File: config.mk
export PLATFORM = sky130hd
export DESIGN_NAME = text_engine_attr
export DESIGN_NICKNAME = d
export VERILOG_FILES = /design/src/rtl/text_engine_attr_pkg.sv /design/src/rtl/text_engine_attr_delay_line.sv /design/src/rtl/text_engine_attr.sv
export SDC_FILE = /design/constraint.sdc
export NUM_CORES = 1
export LEC_CHECK = 0
export CAP_MARGIN = 15
export CORE_UTILIZATION = 52
export DETAILED_ROUTE_END_ITERATION = 6
export GPL_TIMING_DRIVEN = 1
export HOLD_SLACK_MARGIN = 0.05
export PLACE_DENSITY = 0.95
export REMOVE_ABC_BUFFERS = 1
export SYNTH_ARGS = -nofsm -noshare
export SYNTH_HDL_FRONTEND = slang
export SYNTH_SLANG_ARGS = --single-unit
File: constraint.sdc
create_clock -name i_clk -period 3.82 [get_ports i_clk]
set_clock_uncertainty 0.1 [all_clocks]
set_input_delay 1.146 -clock i_clk [delete_from_list [all_inputs] [get_ports i_clk]]
set_output_delay 1.146 -clock i_clk [all_outputs]
set_load 0.05 [all_outputs]
File: src/rtl/text_engine_attr_pkg.sv
// Shared definitions for the attribute text engine: VRAM word layout,
// default 480x272 LCD timing and cursor underline geometry.
package text_pkg;

  localparam int CHAR_LSB  = 0;
  localparam int FG_LSB    = 8;
  localparam int BG_LSB    = 12;
  localparam int BLINK_BIT = 15;
  localparam int CHAR_BITS = 8;
  localparam int FG_BITS   = 4;
  localparam int BG_BITS   = 3;

  localparam int DEF_H_ACTIVE = 480;
  localparam int DEF_H_FP     = 2;
  localparam int DEF_H_SYNC   = 41;
  localparam int DEF_H_BP     = 2;
  localparam int DEF_V_ACTIVE = 272;
  localparam int DEF_V_FP     = 2;
  localparam int DEF_V_SYNC   = 10;
  localparam int DEF_V_BP     = 2;

  localparam int CURSOR_H = 2;

  typedef struct packed {
    logic [FG_BITS-1:0] fg;
    logic [BG_BITS-1:0] bg;
    logic               blink;
  } cell_attr_t;

  function automatic cell_attr_t unpack_attr(input logic [15:0] word);
    cell_attr_t a;
    a.fg    = word[FG_LSB +: FG_BITS];
    a.bg    = word[BG_LSB +: BG_BITS];
    a.blink = word[BLINK_BIT];
    return a;
  endfunction

endpackage

File: src/rtl/text_engine_attr_delay_line.sv
// Parametrised shift-register delay used to keep sideband signals aligned
// with the VRAM / font ROM pipeline.
module delay_line #(
  parameter int WIDTH = 1,
  parameter int DEPTH = 1
) (
  input  logic             i_clk,
  input  logic             i_rst,
  input  logic [WIDTH-1:0] i_d,
  output logic [WIDTH-1:0] o_q
);

  logic [WIDTH-1:0] stage_q [DEPTH];

  always_ff @(posedge i_clk or posedge i_rst) begin
    if (i_rst) begin
      for (int i = 0; i < DEPTH; i++) stage_q[i] <= '0;
    end else begin
      stage_q[0] <= i_d;
      for (int i = 1; i < DEPTH; i++) stage_q[i] <= stage_q[i-1];
    end
  end

  assign o_q = stage_q[DEPTH-1];

endmodule

File: src/rtl/text_engine_attr.sv
// Text-mode LCD renderer with per-cell colour attributes, blink and a
// blinking underline cursor; three-stage pipeline from counters to o_color.
module text_engine_attr
  import text_pkg::*;
#(
  parameter int   H_ACTIVE    = DEF_H_ACTIVE,
  parameter int   H_FP        = DEF_H_FP,
  parameter int   H_SYNC      = DEF_H_SYNC,
  parameter int   H_BP        = DEF_H_BP,
  parameter int   V_ACTIVE    = DEF_V_ACTIVE,
  parameter int   V_FP        = DEF_V_FP,
  parameter int   V_SYNC      = DEF_V_SYNC,
  parameter int   V_BP        = DEF_V_BP,
  parameter int   CHAR_W      = 8,
  parameter int   CHAR_H      = 16,
  parameter int   COL_W       = 6,
  parameter int   ROW_W       = 5,
  parameter int   BLINK_LOG2  = 5,
  parameter logic SYNC_ACTIVE = 1'b0
) (
  input  logic                                            i_clk,
  input  logic                                            i_rst,
  input  logic                                            i_cursor_en,
  input  logic [COL_W-1:0]                                i_cursor_x,
  input  logic [ROW_W-1:0]                                i_cursor_y,
  output logic [ROW_W+COL_W-1:0]                          o_video_addr,
  input  logic [15:0]                                     i_vram_data,
  output logic [CHAR_BITS+$clog2(CHAR_H)+$clog2(CHAR_W)-1:0] o_font_addr,
  input  logic                                            i_font_px,
  output logic [3:0]                                      o_color,
  output logic                                            o_LCD_HSYNC,
  output logic                                            o_LCD_VSYNC,
  output logic                                            o_LCD_DEN,
  output logic                                            o_LCD_CLK
);

  localparam int H_TOTAL = H_ACTIVE + H_FP + H_SYNC + H_BP;
  localparam int V_TOTAL = V_ACTIVE + V_FP + V_SYNC + V_BP;
  localparam int XW      = $clog2(H_TOTAL);
  localparam int YW      = $clog2(V_TOTAL);
  localparam int CXW     = $clog2(CHAR_W);
  localparam int CYW     = $clog2(CHAR_H);
  localparam int FW      = BLINK_LOG2 + 1;
  localparam int unsigned COLS = H_ACTIVE / CHAR_W;
  localparam int unsigned ROWS = V_ACTIVE / CHAR_H;

  logic [XW-1:0] x_q, x_d;
  logic [YW-1:0] y_q, y_d;
  logic [FW-1:0] frame_q, frame_d;

  always_comb begin
    x_d     = x_q + 1'b1;
    y_d     = y_q;
    frame_d = frame_q;
    if (x_q == XW'(H_TOTAL - 1)) begin
      x_d = '0;
      if (y_q == YW'(V_TOTAL - 1)) begin
        y_d     = '0;
        frame_d = frame_q + 1'b1;
      end else begin
        y_d = y_q + 1'b1;
      end
    end
  end

  always_ff @(posedge i_clk or posedge i_rst) begin
    if (i_rst) begin
      x_q     <= '0;
      y_q     <= '0;
      frame_q <= '0;
    end else begin
      x_q     <= x_d;
      y_q     <= y_d;
      frame_q <= frame_d;
    end
  end

  // Stage 0: cell/glyph coordinates, timing flags and cursor match.
  logic [CXW-1:0] x_char;
  logic [CYW-1:0] y_char;
  logic [XW-1:0]  x_cell_full;
  logic [YW-1:0]  y_cell_full;
  logic           hde, vde, hsync_act, vsync_act, cursor_hit;

  assign x_char      = x_q[CXW-1:0];
  assign y_char      = y_q[CYW-1:0];
  assign x_cell_full = x_q >> CXW;
  assign y_cell_full = y_q >> CYW;

  assign o_video_addr = {ROW_W'(y_cell_full), COL_W'(x_cell_full)};

  assign hde       = x_q < XW'(H_ACTIVE);
  assign vde       = y_q < YW'(V_ACTIVE);
  assign hsync_act = (x_q >= XW'(H_ACTIVE + H_FP)) && (x_q < XW'(H_ACTIVE + H_FP + H_SYNC));
  assign vsync_act = (y_q >= YW'(V_ACTIVE + V_FP)) && (y_q < YW'(V_ACTIVE + V_FP + V_SYNC));

  // Full-width compare plus range check: off-screen cursors never alias onto blanking cells.
  assign cursor_hit = i_cursor_en
                   && (32'(i_cursor_x) < COLS) && (32'(i_cursor_y) < ROWS)
                   && (32'(x_cell_full) == 32'(i_cursor_x))
                   && (32'(y_cell_full) == 32'(i_cursor_y))
                   && (y_char >= CYW'(CHAR_H - CURSOR_H));

  // Stage 1: VRAM word valid; form font address and register attributes.
  logic [CXW-1:0] x_char_s1;
  logic [CYW-1:0] y_char_s1;

  delay_line #(.WIDTH(CXW + CYW), .DEPTH(1)) u_char_dly (
    .i_clk (i_clk),
    .i_rst (i_rst),
    .i_d   ({y_char, x_char}),
    .o_q   ({y_char_s1, x_char_s1})
  );

  assign o_font_addr = {i_vram_data[CHAR_LSB +: CHAR_BITS], y_char_s1, x_char_s1};

  cell_attr_t attr_q;

  always_ff @(posedge i_clk or posedge i_rst) begin
    if (i_rst) attr_q <= '0;
    else       attr_q <= unpack_attr(i_vram_data);
  end

  logic cursor_s2;

  delay_line #(.WIDTH(1), .DEPTH(2)) u_cursor_dly (
    .i_clk (i_clk),
    .i_rst (i_rst),
    .i_d   (cursor_hit),
    .o_q   (cursor_s2)
  );

  logic hsync_s2, vsync_s2, den_s2;

  delay_line #(.WIDTH(3), .DEPTH(2)) u_sync_dly (
    .i_clk (i_clk),
    .i_rst (i_rst),
    .i_d   ({hsync_act, vsync_act, hde && vde}),
    .o_q   ({hsync_s2, vsync_s2, den_s2})
  );

  // Stage 2: font pixel valid; blink/cursor resolution and colour mux.
  logic       phase, glyph, cursor_on;
  logic [3:0] color_d;

  assign phase     = frame_q[BLINK_LOG2];
  assign glyph     = i_font_px && !(attr_q.blink && !phase);
  assign cursor_on = cursor_s2 && phase;

  always_comb begin
    color_d = 4'h0;
    if (den_s2) color_d = (glyph || cursor_on) ? attr_q.fg : {1'b0, attr_q.bg};
  end

  logic [3:0] color_q;
  logic       den_q, hsync_q, vsync_q;

  always_ff @(posedge i_clk or posedge i_rst) begin
    if (i_rst) begin
      color_q <= 4'h0;
      den_q   <= 1'b0;
      hsync_q <= ~SYNC_ACTIVE;
      vsync_q <= ~SYNC_ACTIVE;
    end else begin
      color_q <= color_d;
      den_q   <= den_s2;
      hsync_q <= hsync_s2 ? SYNC_ACTIVE : ~SYNC_ACTIVE;
      vsync_q <= vsync_s2 ? SYNC_ACTIVE : ~SYNC_ACTIVE;
    end
  end

  assign o_color     = color_q;
  assign o_LCD_DEN   = den_q;
  assign o_LCD_HSYNC = hsync_q;
  assign o_LCD_VSYNC = vsync_q;
  assign o_LCD_CLK   = i_clk;

endmodule

==> metrics.md <==
| Metric | Value |
|---|---|
| Share of the core filled with cells in the final layout | `67.29%` |
| Detailed Place HPWL | `3536 um` |
| List of cells traversed by the critical path | `clkbuf_8 > clkbuf_8 > dlygate4sd2_1` |
| Number of antenna violations at the first check in global routing | `0` |
| Commonest register cell after synthesis | `dfrtp_1` |
| Sequential-to-total area share from yosys stat | `56.14%` |
| Global-route wire length before repair | `8314 um` |
| Critical Path Start Type | `clock port` |
| Post-synthesis register bit count | `55` |
| Fill cell count | `332` |
| Largest net degree at the start of global routing | `22` |
| Full die area | `0.005002 mm2` |
| Number of different library cells in the post-synthesis netlist | `41` |
| Area used by multi-input combinational logic | `888.4 um2` |
| Levels on crit path | `3` |
| Gate count after technology mapping | `208` |
| Count of input and output buffers | `48` |
| TritonCTS clock tree | `yes` |
| Violations in the final reports | `DRC` |
| Global route overflow | `0` |
| # diodes | `0` |
| Detailed-routing iteration count for the pre-antenna-repair pass | `6` |
| Most repeated cell in the gate-level netlist after synthesis | `dfrtp_1` |
| Area of the mapped netlist | `0.002456 mm2` |
| Seq. cell area | `0.001379 mm2` |
| Initial cell density of the core | `55.26%` |
| Synth top cells by count | `dfrtp_1, xnor2_1, buf_4` |
| Worst slew margin relative to its limit | `65.20%` |
| Instance count along the most critical hold path | `1` |
| Core box area | `0.004444 mm2` |
| Leakage component of the power | `0.001306 uW` |
| Data arrival time at the worst-slack endpoint | `2540 ps` |
| Post-cts hold buffer count | `0` |
| Worst Path Class, Setup | `clock port to output pin` |
| Routability Congestion | `0.8377` |
| Worst reg2reg path depth | `4` |
| Worst-margin pin slew | `520.4 ps` |
| Type of destination of the critical path | `output pin` |
| GR Util All Layers | `22.09%` |
| Data required time of the critical path | `2570 ps` |
| Overall routed net length | `5027 um` |
| Cell family with the largest share of critical-path delay | `buffers and inverters` |
| Final number of setup-violating endpoints | `0` |
| Outcome | `complete, but fails checks` |
| Die Width | `70.73 um` |
| Vias per Instance | `5.640` |
| Max_cap viols | `0` |
| Critical Path Slowest Stage Cell | `dlygate4sd2_1` |
| Cell repeated most along the worst path | `clkbuf_8` |
| Dpl ws | `-8.092 ps` |
| Number of rows in the core area | `24` |
| Area contributors post-synth | `dfrtp_1, xnor2_1, buf_4` |
| Final critical-path setup slack | `31.76 ps` |
| Power density of the placed cells | `370.4 mW/mm2` |
| Delay contributed by the slowest stage of the critical path | `410 ps` |
| Mean area per synthesized cell | `11.81 um2` |
| Share of layout cells above drive strength 1 | `10.89%` |
| Worst-Skew Late Latency | `410 ps` |
| Number of synthesis warnings | `0` |
| Number of enable-type register cells in the synthesized netlist | `0` |
| Number of vias in the routed layout | `1692` |
| Unrepaired setup endpoints after global routing | `false` |
| Antenna violation net count after detailed routing | `0` |
| Vias in the first global route | `1692` |
| Portion of synthesized cell area occupied by the leading cell type | `54.00%` |
| Share of synthesized flip-flops with an asynchronous set or reset | `100.0%` |
| Total buffers and inverters traversed by the critical path | `3` |
| Highest ir drop seen on vdd | `0.3621 mV` |
| Critical Path Fanout Max | `2` |
| Number of design rule violations left after detail routing | `12` |
| Post-layout net count | `283` |
| Path category of the worst min-delay check | `flop to flop` |
| Clock-pin slew of the registers on the worst-case setup and hold paths | `100 ps` |
| Largest area contributor in the synthesized netlist | `dfrtp_1` |
| DIE HEIGHT | `70.73 um` |
| Detailed router's first-iteration violation count | `108` |
| Final Hold Violating Endpoints | `0` |
| Layout overhead on the synthesized area | `21.75%` |
| Boundary Pins | `65` |
| Wire length per cell after detailed routing | `16.76 um` |
| Final Max Tran Viols | `0` |
[routing by layer]
layer | share of wire (%) | vias up | wire length, um | global-route usage (%)
met5 | 0 | - | 0 | 0
met4 | 1.1 | 0 | 57 | 7.778
met3 | 6.4 | 9 | 324 | 6.553
met2 | 48 | 71 | 2421 | 33.01
met1 | 44 | 836 | 2223 | 30.95
li1 | - | 776 | - | -
[cell type report]
type,count,area share (%)
Clock buffer,10,4.100
Sequential cell,55,46.11
Multi-Input combinational cell,123,29.71
Timing Repair Buffer,49,16.23
Tap cell,52,2.176
Inverter,9,1.130
Clock inverter,2,0.5439
[worst reg2reg max path, cell delays in order, from the launching register on]
cell and delay (ps):
dfrtp_1 490, nor4_4 370, nand4_2 410, or4_1 620
o21ai_0 100
[where the power goes]
group	internal, uW	switching (uW)	leakage [uW]
Combinational	32.7	35.1	0.000531
Sequential	589	2.05	0.000706
Clock	208	241	0.0000686
[state kept, by name (all words and copies together) (netlist names), 3 cells and up]
signal	count
frame_q	6
u_sync_dly.o_q	3
x_q	10
o_color	4
y_q	9
u_char_dly.o_q	7
attr_q	8
u_sync_dly.stage_q	3
[per-stage QoR]
step	instance area, um2	cells	TNS, ps	power [uW]	hold WS (ps)
5_1_grt	2990	300	0	1152	266.2
3_5_place_dp	2861	289	-8.092	731.3	239.4
3_3_place_gp	2861	289	-8.092	728.6	233.5
2_1_floorplan	2301	187	0	631.1	231.2
6_report	2990	300	0	1108	256.4
4_1_cts	2990	300	0	1118	255.2
[path summary, 6_finish.rpt]
path	from	end	slack, ps
min in group asynchronous	i_rst	o_color[1]	910
worst min register to register	u_sync_dly.o_q[2]	o_LCD_HSYNC	260
max in group asynchronous	i_rst	o_LCD_VSYNC	2070
worst min-delay path	u_sync_dly.o_q[2]	o_LCD_HSYNC	260
worst max register to register	x_q[4]	y_q[5]	1670
worst max-delay path	i_clk	o_LCD_CLK	30
[cells by family after synthesis]
logic type                 synth area share [%]
buffers and inverters                     7.692
muxes                                     1.681
AOI/OAI and AO/OA                         4.890
and+or+nand+nor                           18.13
xor gates and xnor gates                  8.915
DFF                                       56.14
adders and majority gates                 2.547
[cell usage in the layout (no fill, tap or decap), drive strengths merged]
cell,count
xnor2,16
or4,2
nor4b,1
clkdlybuf4s50,47
dfrtp,53
a2111oi,1
o21ai,10
a31oi,1
dfstp,2
and3,6
ha,5
inv,10
nor4,4
nor2b,5
mux2i,3
o31ai,2
nor3,5
dlygate4sd2,1
clkbuf,9
and2,2
mux2,1
buf,2
nand3,10
nand4,8
or3,2
xor2,9
a21oi,3
clkinvlp,1
and4,2
a211oi,1
a22o,1
o41ai,1
and4b,1
nand2,13
nor2,8
[timing repair]
action	in CTS	in global routing
buffers inserted	0	0
resized for setup	1	0
endpoints found under the setup margin	1	0
No activity file was read; power rests on OpenSTA's default activity.
